===== config.mk =====
export PLATFORM = sky130hd
export DESIGN_NAME = serial_uart_bridge
export DESIGN_NICKNAME = d
export VERILOG_FILES = /design/src/rtl/serial_bridge_pkg.sv /design/src/rtl/byte_fifo.sv /design/src/rtl/serial_uart_bridge.sv
export SDC_FILE = /design/constraint.sdc
export NUM_CORES = 1
export LEC_CHECK = 0
export BUFFER_PORTS_ARGS = -buffer_cell sky130_fd_sc_hd__buf_2
export CAP_MARGIN = 5
export CORE_MARGIN = 3
export CORE_UTILIZATION = 65
export DETAILED_ROUTE_END_ITERATION = 10
export PLACE_DENSITY = 0.83
export SKIP_LAST_GASP = 1
export SYNTH_ARGS = -nofsm -noshare
export SYNTH_HDL_FRONTEND = slang
export SYNTH_SLANG_ARGS = --single-unit

===== constraint.sdc =====
create_clock -name clock -period 5.5 [get_ports clock]
set_clock_uncertainty 0.15 [all_clocks]
set_input_delay 0.55 -clock clock [delete_from_list [all_inputs] [get_ports clock]]
set_output_delay 0.55 -clock clock [all_outputs]
set_load 0.05 [all_outputs]

===== src/rtl/serial_bridge_pkg.sv =====
// Shared definitions for the serial UART bridge: FSM state encoding
// (common to the TX and RX engines) and UART line constants.
package serial_bridge_pkg;

  typedef enum logic [1:0] {
    ST_IDLE  = 2'd0,
    ST_START = 2'd1,
    ST_DATA  = 2'd2,
    ST_STOP  = 2'd3
  } uart_state_e;

  localparam int   UART_DATA_BITS  = 8;
  localparam logic UART_IDLE_LEVEL = 1'b1;

endpackage


===== src/rtl/byte_fifo.sv =====
// Byte-wide show-ahead FIFO with full/empty/count status. Used once per
// direction of the bridge.
module byte_fifo
  import serial_bridge_pkg::*;
#(
  parameter int DEPTH = 8
) (
  input  logic                      clock,
  input  logic                      reset,
  input  logic                      push_i,
  input  logic                      pop_i,
  input  logic [UART_DATA_BITS-1:0] din_i,
  output logic [UART_DATA_BITS-1:0] dout_o,
  output logic                      full_o,
  output logic                      empty_o,
  output logic [$clog2(DEPTH):0]    count_o
);
  localparam int          AW       = $clog2(DEPTH);
  localparam logic [AW:0] CNT_FULL = (AW+1)'(DEPTH);

  logic [UART_DATA_BITS-1:0] mem_q [DEPTH];
  logic [AW-1:0]             rd_q, wr_q;
  logic [AW:0]               cnt_q, cnt_d;
  logic                      do_push, do_pop;

  assign empty_o = (cnt_q == '0);
  assign full_o  = (cnt_q == CNT_FULL);
  assign count_o = cnt_q;
  // A push into a full FIFO fits only when the head leaves in the same cycle.
  assign do_pop  = pop_i && !empty_o;
  assign do_push = push_i && (!full_o || do_pop);
  assign dout_o  = empty_o ? '0 : mem_q[rd_q];

  always_comb begin
    cnt_d = cnt_q;
    if (do_push && !do_pop)      cnt_d = cnt_q + (AW+1)'(1);
    else if (do_pop && !do_push) cnt_d = cnt_q - (AW+1)'(1);
  end

  always_ff @(posedge clock) begin
    if (!reset) begin
      rd_q  <= '0;
      wr_q  <= '0;
      cnt_q <= '0;
    end else begin
      if (do_push) wr_q <= wr_q + AW'(1);
      if (do_pop)  rd_q <= rd_q + AW'(1);
      cnt_q <= cnt_d;
    end
  end

  always_ff @(posedge clock) begin
    if (do_push) mem_q[wr_q] <= din_i;
  end

endmodule


===== src/rtl/serial_uart_bridge.sv =====
// Processor serial port <-> 8N1 UART bridge: TX FIFO + serializer, 2-flop
// RX synchronizer + deserializer + RX FIFO, sticky error flags.
module serial_uart_bridge
  import serial_bridge_pkg::*;
#(
  parameter int CLKS_PER_BIT = 868,
  parameter int FIFO_DEPTH   = 8
) (
  input  logic       clock,
  input  logic       reset,
  input  logic [7:0] cpu_wdata_in,
  input  logic       cpu_wren_in,
  output logic       cpu_ready_out,
  output logic [7:0] cpu_rdata_out,
  output logic       cpu_valid_out,
  input  logic       cpu_rden_in,
  input  logic       uart_rx_in,
  output logic       uart_tx_out,
  output logic       tx_overflow_out,
  output logic       rx_overrun_out,
  output logic       rx_frame_err_out
);
  localparam int            CW        = $clog2(CLKS_PER_BIT);
  localparam int            FW        = $clog2(FIFO_DEPTH) + 1;
  localparam logic [CW-1:0] BIT_LAST  = CW'(CLKS_PER_BIT - 1);
  localparam logic [CW-1:0] HALF_LAST = CW'(CLKS_PER_BIT / 2 - 1);
  localparam logic [2:0]    DBIT_LAST = 3'(UART_DATA_BITS - 1);

  logic [7:0]    tx_head, rx_head;
  logic          tx_full, tx_empty, rx_full, rx_empty;
  logic [FW-1:0] tx_count, rx_count;
  logic          tx_pop, rx_push, unused_cnt;

  uart_state_e   tx_st_q;
  logic [CW-1:0] tx_cnt_q;
  logic [2:0]    tx_bit_q;
  logic [7:0]    tx_sh_q;
  logic          tx_line_q, tx_ovf_q, tx_bit_done;

  logic          rx_s1_q, rx_s2_q;
  uart_state_e   rx_st_q;
  logic [CW-1:0] rx_cnt_q;
  logic [2:0]    rx_bit_q;
  logic [7:0]    rx_sh_q;
  logic          rx_ovr_q, rx_ferr_q, rx_stop_smp;

  assign tx_bit_done = (tx_cnt_q == BIT_LAST);
  assign tx_pop      = !tx_empty &&
                       ((tx_st_q == ST_IDLE) || (tx_st_q == ST_STOP && tx_bit_done));
  assign rx_stop_smp = (rx_st_q == ST_STOP) && (rx_cnt_q == BIT_LAST);
  assign rx_push     = rx_stop_smp && rx_s2_q;

  assign cpu_ready_out    = !tx_full;
  assign cpu_valid_out    = !rx_empty;
  assign cpu_rdata_out    = rx_head;
  assign uart_tx_out      = tx_line_q;
  assign tx_overflow_out  = tx_ovf_q;
  assign rx_overrun_out   = rx_ovr_q;
  assign rx_frame_err_out = rx_ferr_q;
  assign unused_cnt       = ^{tx_count, rx_count};

  byte_fifo #(.DEPTH(FIFO_DEPTH)) u_tx_fifo (
    .clock   (clock),
    .reset   (reset),
    .push_i  (cpu_wren_in),
    .pop_i   (tx_pop),
    .din_i   (cpu_wdata_in),
    .dout_o  (tx_head),
    .full_o  (tx_full),
    .empty_o (tx_empty),
    .count_o (tx_count)
  );

  byte_fifo #(.DEPTH(FIFO_DEPTH)) u_rx_fifo (
    .clock   (clock),
    .reset   (reset),
    .push_i  (rx_push),
    .pop_i   (cpu_rden_in),
    .din_i   (rx_sh_q),
    .dout_o  (rx_head),
    .full_o  (rx_full),
    .empty_o (rx_empty),
    .count_o (rx_count)
  );

  always_ff @(posedge clock) begin
    if (!reset) begin
      tx_st_q   <= ST_IDLE;
      tx_cnt_q  <= '0;
      tx_bit_q  <= '0;
      tx_sh_q   <= '0;
      tx_line_q <= UART_IDLE_LEVEL;
      tx_ovf_q  <= 1'b0;
    end else begin
      // The line lags the FSM by one cycle: a write shows up as a start bit two edges later.
      unique case (tx_st_q)
        ST_START: tx_line_q <= 1'b0;
        ST_DATA:  tx_line_q <= tx_sh_q[0];
        default:  tx_line_q <= UART_IDLE_LEVEL;
      endcase
      unique case (tx_st_q)
        ST_IDLE: if (tx_pop) begin
          tx_sh_q  <= tx_head;
          tx_cnt_q <= '0;
          tx_st_q  <= ST_START;
        end
        ST_START: if (tx_bit_done) begin
          tx_cnt_q <= '0;
          tx_bit_q <= '0;
          tx_st_q  <= ST_DATA;
        end else tx_cnt_q <= tx_cnt_q + CW'(1);
        ST_DATA: if (tx_bit_done) begin
          tx_cnt_q <= '0;
          tx_sh_q  <= tx_sh_q >> 1;
          tx_bit_q <= tx_bit_q + 3'd1;
          if (tx_bit_q == DBIT_LAST) tx_st_q <= ST_STOP;
        end else tx_cnt_q <= tx_cnt_q + CW'(1);
        ST_STOP: if (tx_bit_done) begin
          tx_cnt_q <= '0;
          if (tx_pop) begin
            tx_sh_q <= tx_head;
            tx_st_q <= ST_START;
          end else tx_st_q <= ST_IDLE;
        end else tx_cnt_q <= tx_cnt_q + CW'(1);
        default: tx_st_q <= ST_IDLE;
      endcase
      if (cpu_wren_in && tx_full && !tx_pop) tx_ovf_q <= 1'b1;
    end
  end

  always_ff @(posedge clock) begin
    if (!reset) begin
      rx_s1_q   <= UART_IDLE_LEVEL;
      rx_s2_q   <= UART_IDLE_LEVEL;
      rx_st_q   <= ST_IDLE;
      rx_cnt_q  <= '0;
      rx_bit_q  <= '0;
      rx_sh_q   <= '0;
      rx_ovr_q  <= 1'b0;
      rx_ferr_q <= 1'b0;
    end else begin
      rx_s1_q <= uart_rx_in;
      rx_s2_q <= rx_s1_q;
      unique case (rx_st_q)
        ST_IDLE: if (!rx_s2_q) begin
          rx_cnt_q <= '0;
          rx_st_q  <= ST_START;
        end
        // Mid-start resample; a line already back high was only a glitch.
        ST_START: if (rx_cnt_q == HALF_LAST) begin
          rx_cnt_q <= '0;
          rx_bit_q <= '0;
          rx_st_q  <= rx_s2_q ? ST_IDLE : ST_DATA;
        end else rx_cnt_q <= rx_cnt_q + CW'(1);
        ST_DATA: if (rx_cnt_q == BIT_LAST) begin
          rx_cnt_q <= '0;
          rx_sh_q  <= {rx_s2_q, rx_sh_q[7:1]};
          rx_bit_q <= rx_bit_q + 3'd1;
          if (rx_bit_q == DBIT_LAST) rx_st_q <= ST_STOP;
        end else rx_cnt_q <= rx_cnt_q + CW'(1);
        ST_STOP: if (rx_stop_smp) begin
          rx_cnt_q <= '0;
          rx_st_q  <= ST_IDLE;
          if (!rx_s2_q)                     rx_ferr_q <= 1'b1;
          else if (rx_full && !cpu_rden_in) rx_ovr_q  <= 1'b1;
        end else rx_cnt_q <= rx_cnt_q + CW'(1);
        default: rx_st_q <= ST_IDLE;
      endcase
    end
  end

endmodule

Word level (Yosys, flattened, before mapping)
Memories as Yosys holds them, arrays and structs flattened. A register that Yosys moved wholly into a read port is not among the register bits.
Index checks and enable logic that the tools add are counted.
- add/subtract/negate cells: 12
- eq/ne operators: 23
- mux-type cells: 47
- bitwise operators: 1
- reduce and logical (&&, ||, !) cells: 46
- operators by type and width (operator ; count):
    2-to-1 mux 10 bit ; 6
    2-to-1 mux 8 bit ; 5
    one-hot mux 10 bit (4 select lines) ; 1
    2-to-1 mux 3 bit ; 8
    one-hot mux 8 bit (3 select lines) ; 1
    2-to-1 mux 2 bit ; 11
    adder 10 x 1 -> 10 bit, second input constant ; 2
    equality test 10 bit, second input constant ; 2
    != test 2 bit, second input constant ; 10
    one-hot mux 10 bit (2 select lines) ; 1
    adder 3 x 1 -> 3 bit, second input constant ; 6
    2-to-1 mux 4 bit ; 4
    one-hot mux 2 bit (4 select lines) ; 2
    logical AND 1 bit ; 15
    one-hot mux 3 bit (2 select lines) ; 2
    AND reduction 3 bit ; 4
    equality test 10 x 9 -> 1 bit, second input constant ; 1
    logical NOT 1 bit ; 10
    AND reduction 5 bit ; 2
    adder 4 x 1 -> 4 bit, second input constant ; 2
    equality test 2 bit, second input constant ; 4
    equality test 4 bit, second input constant ; 2
    logical NOT 4 bit ; 2
    nonzero test 2 bit ; 4
    other kinds (12) ; 22
- register bits after elaboration: 72
- RAM bits: 128
- output and inout port bits: 14
- memories kept: 2
- memories (name ; depth ; bits a word ; rd ports ; clocked after memory_dff ; wr ports ; line ; text):
    u_rx_fifo.mem_q ; 8 ; 8 ; 1 ; 1 ; 1 ; byte_fifo.sv:21 ; logic [UART_DATA_BITS-1:0] mem_q [DEPTH];
    u_tx_fifo.mem_q ; 8 ; 8 ; 1 ; 1 ; 1 ; byte_fifo.sv:21 ;

Depth between registers and ports, before layout
Gate-level depths: netlist (run 1).
- depth after elaboration: 11
- gate-level depth with buffers: 14
- mapped depth without buffers: 13

By module
A second synthesis (run 1) with hierarchy kept.
- cells, all modules: 644
- area, all modules: 8842.2 um^2
- by module, submodules not included (module ; instances ; cells each ; area an instance (um^2) ; seq. area each (um^2)):
    byte_fifo ; 2 ; 175 ; 3108.0 ; 2182.1
    serial_uart_bridge ; 1 ; 294 ; 2626.3 ; 1041.0

Least setup slack after synthesis (run 1)
OpenSTA, ideal clock, no wires.
- path type: register to register
- start: register u_rx_fifo.cnt_q[0] (netlist: u_rx_fifo.count_o[0])
- end: register u_rx_fifo.cnt_q[3] (netlist: u_rx_fifo.count_o[3])
- setup time: 0.070 ns
- arrival time: 2.907 ns
- required time: 5.280 ns
- slack: 2.373 ns
- stages on the path, launching flop included: 12
- buffers on the path: 0
- clock period less this slack: 3.127 ns
- cells stage by stage: dfxtp_1 nor4_2 inv_1 nand2_1 ha_1 inv_1 ha_1 a21o_1 a21oi_1 xnor2_1 or3_1 a21oi_1
- word-level cells in the longest chain between the ends: 8
- elaborated cells between the ends (all ways): 16
- those cells by class: 2 x add/sub; 1 x eq/ne; 2 x mux; 11 x reduce/logical
- ends and longest elaborated chain (item ; line ; text):
    start, declared ; byte_fifo.sv:23 ; logic [AW:0] cnt_q, cnt_d;
    start signal, assigned ; byte_fifo.sv:48 ; cnt_q <= cnt_d;
    logical NOT 4 bit (*) ; byte_fifo.sv:26 ; assign empty_o = (cnt_q == '0);
    logical NOT 1 bit (*) ; n/a ;
    named net cpu_valid_out ; serial_uart_bridge.sv:15 ; output logic cpu_valid_out,
    logical AND 1 bit (*) ; byte_fifo.sv:30 ; assign do_pop = pop_i && !empty_o;
    logical OR 1 bit ; byte_fifo.sv:31 ; assign do_push = push_i && (!full_o || do_pop);
    logical AND 1 bit ; byte_fifo.sv:31 ;
    logical NOT 1 bit ; byte_fifo.sv:37 ; else if (do_pop && !do_push) cnt_d = cnt_q - (AW+1)'(1);
    logical AND 1 bit ; byte_fifo.sv:37 ;
    nonzero test 2 bit (no source line) ; n/a ;
The timed path passes the listed nets; every way through them passes the cells marked *. The select of a mux whose other input is x is not followed.
A chain may end at the register's enable or synchronous reset.

Worst setup path after layout (run 1)
- start: register tx_st_q[0]
- end: register u_tx_fifo.cnt_q[3] (netlist: u_tx_fifo.count_o[3])
- word-level cells in the longest chain between the ends: 10
- elaborated cells between the ends (all ways): 14
- those cells by class: 1 x eq/ne; 1 x mux; 12 x reduce/logical
- ends and longest elaborated chain (item ; line ; text):
    start, declared ; serial_uart_bridge.sv:34 ; uart_state_e tx_st_q;
    start signal, assigned ; serial_uart_bridge.sv:88 ; tx_st_q <= ST_IDLE;
    start signal, assigned ; serial_uart_bridge.sv:105 ; tx_st_q <= ST_START;
    start signal, assigned ; serial_uart_bridge.sv:110 ; tx_st_q <= ST_DATA;
    equality test 2 bit ; serial_uart_bridge.sv:49 ; ((tx_st_q == ST_IDLE) || (tx_st_q == ST_STOP && tx_bit_done));
    logical AND 1 bit ; serial_uart_bridge.sv:49 ;
    logical OR 1 bit (*) ; serial_uart_bridge.sv:49 ;
    logical AND 1 bit (*) ; serial_uart_bridge.sv:48 ; assign tx_pop = !tx_empty &&
    logical AND 1 bit (*) ; byte_fifo.sv:30 ;
    logical OR 1 bit (*) ; byte_fifo.sv:31 ;
    logical AND 1 bit (*) ; byte_fifo.sv:31 ;
    named net u_tx_fifo.do_push ; byte_fifo.sv:24 ; logic do_push, do_pop;
    logical NOT 1 bit ; byte_fifo.sv:37 ;
    logical AND 1 bit ; byte_fifo.sv:37 ;
    nonzero test 2 bit (no source line) ; n/a ;
    end signal, assigned ; byte_fifo.sv:48 ;
    end, declared ; byte_fifo.sv:23 ;
The timed path passes the listed nets; every way through them passes the cells marked *.

==> flow_summary.yaml, run 1 <==
cells_and_area:
  nFillCells: 829
  multiInputGateArea_mm2: 0.00318
  seq_area_mm2: 0.00541
  area_delta_synth_final_pct: 11.0
  num_antenna_cells: 0
  drive_above_1_share_pct: 14.6
  final_nets: 736
routing:
  wirelength_um: 17200
  drt_first_pass_iters: 5
  dr.first_iter.drc_count: 389
  viasPerCell: 6.26
  drc: 0
  vias: 5536
  wl_per_cell_um: 19.4
  antenna_left: 0
clock_network:
  post_cts_resized: 0
  path_clk_slew_ns: 0.06
  root_buffer: "clkbuf_16"
  htreeDepth: 1
  post_cts_buffers: 0
  worstSkewPairLatency_ns: 0.50
  clkSinkCount: 206
  cts_buffers: 21
  ctsLongestPathBuffers: 3
  cts_hold_buf: 0
  tritoncts: "yes"
run_status:
  status: "complete, no violations"
sta:
  maxSlewViolCount: 0
  finalSetupViolations: 0
  finalWorstSetupSlack_ns: 2.00
  worst_pin_slew_ns: 1.08
  slew_headroom_pct: 28.0
  hold_viol_final: 0
  tns_ns: 0
  period_share_pct: 63.6
  min_period_ns: 3.50
  rsz0062_at_grt: "no"
  fmax_ghz: 0.286
placed_design:
  place.gp.congestion: 0.863
  dp_slack_ns: 2.11
  hpwlAfterDp_um: 11200
  port_buffers: 26
global_route:
  grt_max_degree: 40
  antenna_found_initial: 0
  grt_pass1_wl_um: 27800
  grt_pass1_vias: 5496
  grt.met3_usage_pct: 3.76
  grt_overflow: 0
  use_met1_pct: 30.1
  track_usage_pct: 23.6
  use_met2_pct: 42.6
  busiest_layer: "met2"
synth:
  syn_area_per_cell_um2: 13.1
  ys_seq_area_share_pct: 61.6
  synth_edf_count: 128
  synthCells: 671
  async_flop_share_pct: 0
  synth_area_mm2: 0.00877
  synth_largest_area_cell: "edfxtp_1"
  yosys-top-cells-area: "edfxtp_1 (44%), dfxtp_1 (18%), mux4_2 (5.1%)"
  synthFlopType: "edfxtp_1"
  syn-num-nets: 709
  yosys.cell_types.count: 71
  ys.warnings.count: 0
  synth_seq_cells: 206
  netlist.area_leader.share_pct: 43.8
power:
  power_density_mw_per_mm2: 398
  leakage_nw: 3.41
  peakVddDrop_mv: 0.388
floorplanning:
  chipWidth_um: 122
  ios: 27
  core_mm2: 0.0129
  rows: 41
  dieHeight_um: 122
  die_area_mm2: 0.0149
  initial_core_util_pct: 67.9
worst_setup_path:
  crit_path_start_kind: "register"
  critPathKind: "reg -> reg"
  path_max_fanout: 9
  critPathCaptureType: "register"
  arrival_ns: 3.77
  crit_required_ns: 5.77
job:
  cap_violations: 0
min_path:
  holdCritPathClass: "in -> reg"
## cell families after synthesis
| family | synth area share (%) |
|---|---|
| compound gates | 9.10 |
| xor+xnor | 1.40 |
| fa+ha+maj | 3.74 |
| buf+inv | 2.22 |
| flops | 61.6 |
| mux | 9.84 |
| simple gates | 12.1 |
## sequential cells by signal, summed over array words and instances, names as in the netlist, 4 cells and up, named ones only
signal,flops
rx_cnt_q,10
rx_sh_q,8
u_rx_fifo.count_o,4
u_rx_fifo.mem_q,64
u_tx_fifo.mem_q,64
tx_sh_q,8
tx_cnt_q,10
u_tx_fifo.count_o,4
## cells in the final DEF, fill, tap and decap left out, drive strengths merged, types with 4 or more instances in the layout
| master | n |
|---|---|
| nand3b | 5 |
| buf | 33 |
| clkinv | 8 |
| nand2 | 47 |
| mux2i | 39 |
| nor3 | 15 |
| a31oi | 6 |
| nand4 | 4 |
| xor2 | 8 |
| nor3b | 7 |
| a21o | 7 |
| xnor2 | 6 |
| dfxtp | 78 |
| a22oi | 14 |
| and3 | 6 |
| a21oi | 38 |
| o21ai | 25 |
| a32oi | 8 |
| bufinv | 4 |
| mux4 | 20 |
| nand2b | 7 |
| a31o | 4 |
| inv | 15 |
| ha | 23 |
| and2 | 4 |
| nor2 | 56 |
| nand3 | 25 |
| clkbuf | 24 |
| nor4 | 5 |
| edfxtp | 128 |
## cell usage after synthesis (3+ instances only)
cell        n
and2_1      4
a31o_2      3
mux2i_1    39
a21oi_1    37
a22oi_1    14
o21a_1      3
edfxtp_1  128
buf_1       4
nand3b_1    5
a21o_1      7
clkbuf_1   15
a31oi_1     6
a32oi_1     8
xor2_1      8
nor3b_1     7
or3_1       3
o21ai_0    23
nor3_1     12
xnor2_1     6
mux4_2     20
nor4_1      3
nand3_1    25
ha_1       23
buf_2       6
inv_1      14
nor2_1     55
dfxtp_1    78
and3_1      6
nand4_1     4
nand2b_1    6
nand2_1    46
nor2b_1     3
a311oi_1    3
## power breakdown
part	switching (mW)	internal, mW
combinational	0.403	0.256
clock	0.555	0.886
sequential	0.0680	1.71
## critical path: stages, from the launching register on
cell      delay [ns]
dfxtp_1         0.42
inv_1           0.13
ha_1            0.32
a41o_1          0.29
o21ai_2         0.27
clkinv_1        0.26
ha_1            0.28
inv_1           0.12
ha_1            0.24
a21o_1          0.18
a21oi_1         0.19
xnor2_1         0.10
or3_1           0.30
a21oi_1         0.17
## final cells by class
class / count / share of cell area, %
Sequential cell: 206 / 55.5
Multi-Input combinational cell: 421 / 32.7
Clock buffer: 24 / 5.51
Tap cell: 172 / 2.21
Timing Repair Buffer: 33 / 1.88
Clock inverter: 13 / 1.67
Inverter: 15 / 0.578
## layer usage
metal,up-vias,part of all wire (%)
met5,-,0
met4,0,1.4
met3,25,4.4
met2,147,53
met1,2764,41
li1,2600,-
## final timing paths
path | to | startpoint | depth (start not counted) | slack, ns
hold reg to reg | rx_s2_q | rx_s1_q | 1 | 0.27
setup / recovery | u_tx_fifo.count_o[3] | tx_st_q[0] | 13 | 2.00
setup reg to reg | u_tx_fifo.count_o[3] | tx_st_q[0] | 13 | 2.00
hold / removal | rx_s1_q | uart_rx_in | 2 | 0.08
## per-stage QoR
stage	utilization (%)	power (mW)	instance area (um^2)	instances	hold WS, ns
floorplan	-	2.30	8770	671	0.236
global placement	69.9	2.42	9040	847	0.252
detailed placement	69.9	2.46	9040	847	0.262
CTS	75.4	3.89	9740	884	0.0783
global route	75.4	4.04	9740	884	0.0818
finish	75.4	3.88	9740	884	0.0822
(Power assumes the default switching activity.)
==> run 2: changes to the inputs <==
- CORE_UTILIZATION: 65 -> 62
- PLACE_DENSITY: 0.83 -> 0.79
- clock period: 5.5 -> 3.65 ns (I/O delays scaled with it)
==> flow_summary.yaml, run 2 (synthesis gave the netlist of run 1 again) <==
run_status:
  status: "complete, no violations"
clock_network:
  ctsLongestPathBuffers: 3
  root_buffer: "clkbuf_16"
  tritoncts: "yes"
  path_clk_slew_ns: 0.06
  clkSinkCount: 206
  cts_buffers: 21
  worstSkewPairLatency_ns: 0.48
  htreeDepth: 1
power:
  intPower_mw: 4.14
  peakVddDrop_mv: 0.508
  switchingPower_mw: 1.54
  power_density_mw_per_mm2: 579
  power_frac_seq_pct: 47.8
  sw_frac_of_total_pct: 27.1
  leakage_nw: 3.46
  comb_power_share_pct: 17.3
  p_clk_share_pct: 34.9
floorplanning:
  dieHeight_um: 125
  initial_core_util_pct: 64.7
  rows: 42
  chipWidth_um: 125
  die_area_mm2: 0.0156
  ios: 27
  core_mm2: 0.0136
placed_design:
  port_buffers: 26
  dp_cells: 862
  hpwlAfterDp_um: 11700
  place.gp.congestion: 0.823
  placed_cell_area_mm2: 0.00913
worst_setup_path:
  arrival_ns: 3.64
  path_max_fanout: 6
  crit_path_start_kind: "register"
  timing.rr.start: "rx_cnt_q[0]"
  crit_required_ns: 3.92
  r2r_slack_ns: 0.28
  critPathCaptureType: "register"
  reg2reg_depth: 12
  reg2reg_to: "u_rx_fifo.count_o[3]"
  critPathKind: "reg -> reg"
sta:
  hold_viol_final: 0
  worst_pin_slew_ns: 0.980
  slew_headroom_pct: 34.6
  rsz0062_at_grt: "no"
  maxSlewViolCount: 0
  fmax_ghz: 0.296
  finalSetupViolations: 0
  period_share_pct: 92.4
  hold_slack_ns: 0.0163
  min_period_ns: 3.37
  tns_ns: 0
min_path:
  hp-start: "cpu_wdata_in[0]"
  holdCritPathClass: "in -> reg"
  whs_path_depth: 1
  timing.hold.worst_endpoint: "u_tx_fifo.mem_q[7][0]"
cells_and_area:
  final_cell_mix: "edfxtp_1 (128), dfxtp_1 (78), nor2_1 (55)"
  design_area_mm2: 0.00980
  area_delta_synth_final_pct: 11.7
  final_nets: 749
  mostFrequentLayoutCell: "edfxtp_1"
  num_antenna_cells: 0
  top_regs: "u_rx_fifo.mem_q (64), u_tx_fifo.mem_q (64)"
  drive_above_1_share_pct: 16.3
  final_cells: 901
  nFillCells: 868
global_route:
  track_usage_pct: 22.4
  grt_max_degree: 33
  grt_pass1_vias: 5664
  grt_overflow: 0
  grt_pass1_wl_um: 28800
  antenna_found_initial: 0
routing:
  drt_first_pass_iters: 5
  vias: 5668
  top_layer: "met4"
  wl_met2_um: 8800
  dr.first_iter.drc_count: 454
  wl_met1_um: 7710
  drc: 0
  wl_per_cell_um: 19.6
  antenna_left: 0
  viasPerCell: 6.29
  wirelength_um: 17700
  wl_met3_um: 866
job:
  cap_violations: 0
[run 2: power by group through the flow]
| stage | logic, mW | clock network [mW] | registers (mW) |
|---|---|---|---|
| after floorplan | 0.764 | 0 | 2.71 |
| final | 0.980 | 1.98 | 2.71 |
| after global placement | 0.906 | 0 | 2.75 |
| after detailed placement | 0.957 | 0 | 2.76 |
| after CTS | 0.969 | 2.01 | 2.71 |
| after global routing | 1.07 | 2.12 | 2.73 |
[run 2: how the worst max path moves through the flow]
stage | startpoint | end | slack [ns] | cells past startpoint
2_1_floorplan | u_rx_fifo.count_o[0] | u_rx_fifo.count_o[3] | 0.52 | 11
3_3_place_gp | rx_cnt_q[0] | u_rx_fifo.count_o[3] | 0.42 | 12
3_5_place_dp | rx_cnt_q[0] | u_rx_fifo.count_o[3] | 0.26 | 12
4_1_cts | rx_cnt_q[0] | u_rx_fifo.count_o[3] | 0.25 | 12
5_1_grt | rx_cnt_q[0] | u_rx_fifo.count_o[3] | 0.06 | 12
6_report | rx_cnt_q[0] | u_rx_fifo.count_o[3] | 0.28 | 12
[run 2: area by class of cell]
class                           count  area, um^2  area share, %
Tap cell                          176         220           2.25
Inverter                           15        56.3          0.574
Sequential cell                   206        5410           55.1
Timing Repair Buffer               46         285           2.91
Clock inverter                      8        41.3          0.421
Multi-Input combinational cell    421        3190           32.5
Clock buffer                       29         607           6.19
[run 2: timing repair]
| item | in CTS | in global routing |
|---|---|---|
| buffers inserted | 0 | 0 |
| hold buffers | 2 | 0 |
| resized for setup | 0 | 2 |
| hold endpoints to repair | 9 | 0 |
| endpoints found under the setup margin | 0 | 1 |
[run 2: routing by layer]
metal | global-route usage (%) | up-vias
met5 | 0 | -
li1 | - | 2622
met1 | 31.1 | 2854
met4 | 6.06 | 0
met3 | 3.20 | 32
met2 | 37.8 | 160
[run 2: metrics by stage]
step           worst slack, ns  total power [mW]  util, %
2_1_floorplan            0.523              3.47        -
3_3_place_gp             0.419              3.66     67.3
3_5_place_dp             0.260              3.72     67.3
4_1_cts                  0.246              5.69     72.2
5_1_grt                 0.0558              5.92     72.3
6_report                 0.277              5.68     72.3
[run 2: worst max-delay path: stages, from the launching register on]
cell	delay, ns
dfxtp_1	0.40
ha_1	0.24
nand4bb_1	0.27
nor4_4	0.38
and3_1	0.36
ha_1	0.24
inv_1	0.09
ha_1	0.27
a21o_1	0.18
a21oi_1	0.19
xnor2_1	0.10
or3_1	0.31
a21oi_1	0.13
==> run 3: changes to the inputs <==
- ABC_AREA: unset -> 1
==> flow_summary.yaml, run 3 <==
synth:
  yosys.cell_types.count: 37
  async_flop_share_pct: 0
  synthXorXnorAreaFrac_pct: 0.971
  synth_area_mm2: 0.00902
  yosys.area_share.adder_pct: 3.63
  syn-num-nets: 987
  ys_seq_area_share_pct: 59.9
  netlist.area_leader.share_pct: 42.6
  ys.warnings.count: 0
  synth_compound_area_share_pct: 10.8
  synth_seq_cells: 206
  synthMostInstantiatedCell: "nor2_1"
  syn_area_per_cell_um2: 9.50
  yosys-top-cells-area: "edfxtp_1 (43%), dfxtp_1 (17%), nor2_1 (8.7%)"
  synth_largest_area_cell: "edfxtp_1"
  synth_common_cells: "nor2_1 (210), nand2_1 (130), edfxtp_1 (128), o21ai_0 (89), inv_1 (79)"
  synthCells: 949
  synth_top_family_by_area: "simple AND/OR/NAND/NOR gates"
  yosys.area_share.simple_pct: 19.6
  synthMuxAreaShare_pct: 0
  synthFlopType: "edfxtp_1"
  synth_edf_count: 128
global_route:
  grt_max_degree: 40
  grt_pass1_vias: 6232
  track_usage_pct: 21.9
  grt_overflow: 0
  antenna_found_initial: 0
  grt_pass1_wl_um: 29100
routing:
  viasPerCell: 5.56
  dr.first_iter.drc_count: 481
  wl_per_cell_um: 14.7
  drc: 0
  drt_first_pass_iters: 5
  antenna_left: 0
  wirelength_um: 17300
  vias: 6529
floorplanning:
  ios: 27
  die_area_mm2: 0.0160
  core_mm2: 0.0140
  chipWidth_um: 127
  rows: 43
  initial_core_util_pct: 64.2
  dieHeight_um: 127
placed_design:
  place.gp.congestion: 0.812
  dp_cells: 1133
  dp_slack_ns: 0.692
  placed_cell_area_mm2: 0.00930
  port_buffers: 26
  hpwlAfterDp_um: 11200
cells_and_area:
  num_antenna_cells: 0
  top_regs: "u_rx_fifo.mem_q (64), u_tx_fifo.mem_q (64)"
  design_area_mm2: 0.00996
  final_cells: 1174
  final_cell_mix: "nor2_1 (210), nand2_1 (130), edfxtp_1 (128)"
  drive_above_1_share_pct: 9.15
  final_nets: 1018
  mostFrequentLayoutCell: "nor2_1"
  area_delta_synth_final_pct: 10.4
worst_setup_path:
  critPathKind: "reg -> reg"
  reg2reg_depth: 16
  crit_required_ns: 3.93
  crit_path_start_kind: "register"
  cp_slowest_stage_delay_ns: 0.39
  cp-startpoint: "rx_cnt_q[0]"
  path_max_fanout: 7
  critPathCaptureType: "register"
  crit_slowest_cell: "dfxtp_1"
  path_cells: "ha_1 > nand3_1 > nor3_1 > nand3_1 > nor2_4 > ha_1 > inv_1 > ha_1 > a21o_1 > a21oi_1 > nor2_1 > nor2_1 > nand2_1 > nand2_1 > nand2_1 > nor2_1"
  timing.rr.start: "rx_cnt_q[0]"
  arrival_ns: 3.26
job:
  cap_violations: 0
clock_network:
  htreeDepth: 1
  clkSinkCount: 206
  post_cts_resized: 0
  worstSkewPairLatency_ns: 0.49
  tritoncts: "yes"
  path_clk_slew_ns: 0.06
  cts_hold_buf: 4
  ctsLongestPathBuffers: 3
  cts_buffers: 21
  root_buffer: "clkbuf_16"
  post_cts_buffers: 0
sta:
  tns_ns: 0
  maxSlewViolCount: 0
  min_period_ns: 2.99
  finalWorstSetupSlack_ns: 0.662
  slew_headroom_pct: 41.2
  finalSetupViolations: 0
  worst_pin_slew_ns: 0.881
  fmax_ghz: 0.335
  rsz0062_at_grt: "no"
  period_share_pct: 81.9
  hold_viol_final: 0
min_path:
  hp-start: "cpu_wdata_in[3]"
  holdCritPathClass: "in -> reg"
  whs_path_depth: 1
power:
  leakage_nw: 3.91
  sw_frac_of_total_pct: 34.4
  power_frac_seq_pct: 41.9
  intPower_mw: 4.31
  switchingPower_mw: 2.25
  comb_power_share_pct: 29.1
  power_density_mw_per_mm2: 659
  peakVddDrop_mv: 0.415
  p_clk_share_pct: 29.0
run_status:
  status: "complete, no violations"
[run 3: stage by stage]
| stage | hold WS [ns] | power [mW] | utilization (%) |
|---|---|---|---|
| after CTS | 0.0000735 | 6.60 | 70.9 |
| after global routing | 0.0158 | 6.99 | 70.9 |
| after global placement | 0.265 | 4.64 | 66.3 |
| final | 0.0161 | 6.56 | 70.9 |
| after detailed placement | 0.266 | 4.69 | 66.3 |
| after floorplan | 0.243 | 4.27 | - |
[run 3: kinds of logic (layout without fill, tap and decap cells)]
logic type               count (synthesis)  in the layout
AO/OA/AOI/OAI                          173            173
XOR/XNOR                                10             10
adder cells (fa/ha/maj)                 25             25
buffers and inverters                  115            160
flip-flops                             206            206
AND/OR/NAND/NOR                        420            420
[run 3: final timing paths]
kind,endpoint,slack [ns]
max reg2reg,u_rx_fifo.count_o[3],0.66
min,u_tx_fifo.mem_q[2][3],0.02
max,u_rx_fifo.count_o[3],0.66
min reg2reg,rx_s2_q,0.28
[run 3: area by class of cell]
class | instances | area (um^2)
clock buffer | 27 | 562
clock inverter | 10 | 50.0
fill | 1063 | 4090
inverter | 83 | 312
multi-input combinational | 628 | 3160
sequential | 206 | 5410
tap | 180 | 225
timing repair buffer | 40 | 245
[run 3: power groups by stage]
stage	combinational [mW]	sequential, mW	clock [mW]
floorplan	1.51	2.76	0
global placement	1.85	2.79	0
detailed placement	1.89	2.79	0
CTS	1.92	2.75	1.94
global route	2.18	2.77	2.05
finish	1.91	2.75	1.90
[run 3: per-layer routing]
layer	up-vias	share of wire, %	track usage, %	routed length, um
li1	3266	-	-	-
met1	3077	44	29.5	7640
met2	156	49	37.0	8440
met3	30	5.3	3.37	918
met4	0	1.8	6.50	315
met5	-	0	0	0
[run 3: worst max-delay path: cells and delay by family, from the launching register on]
family	cells	cell delay (ns)
and+or+nand+nor	10	1.17
adders and majority gates	3	0.77
DFF	1	0.39
AOI/OAI and AO/OA	2	0.34
buffers and inverters	1	0.10
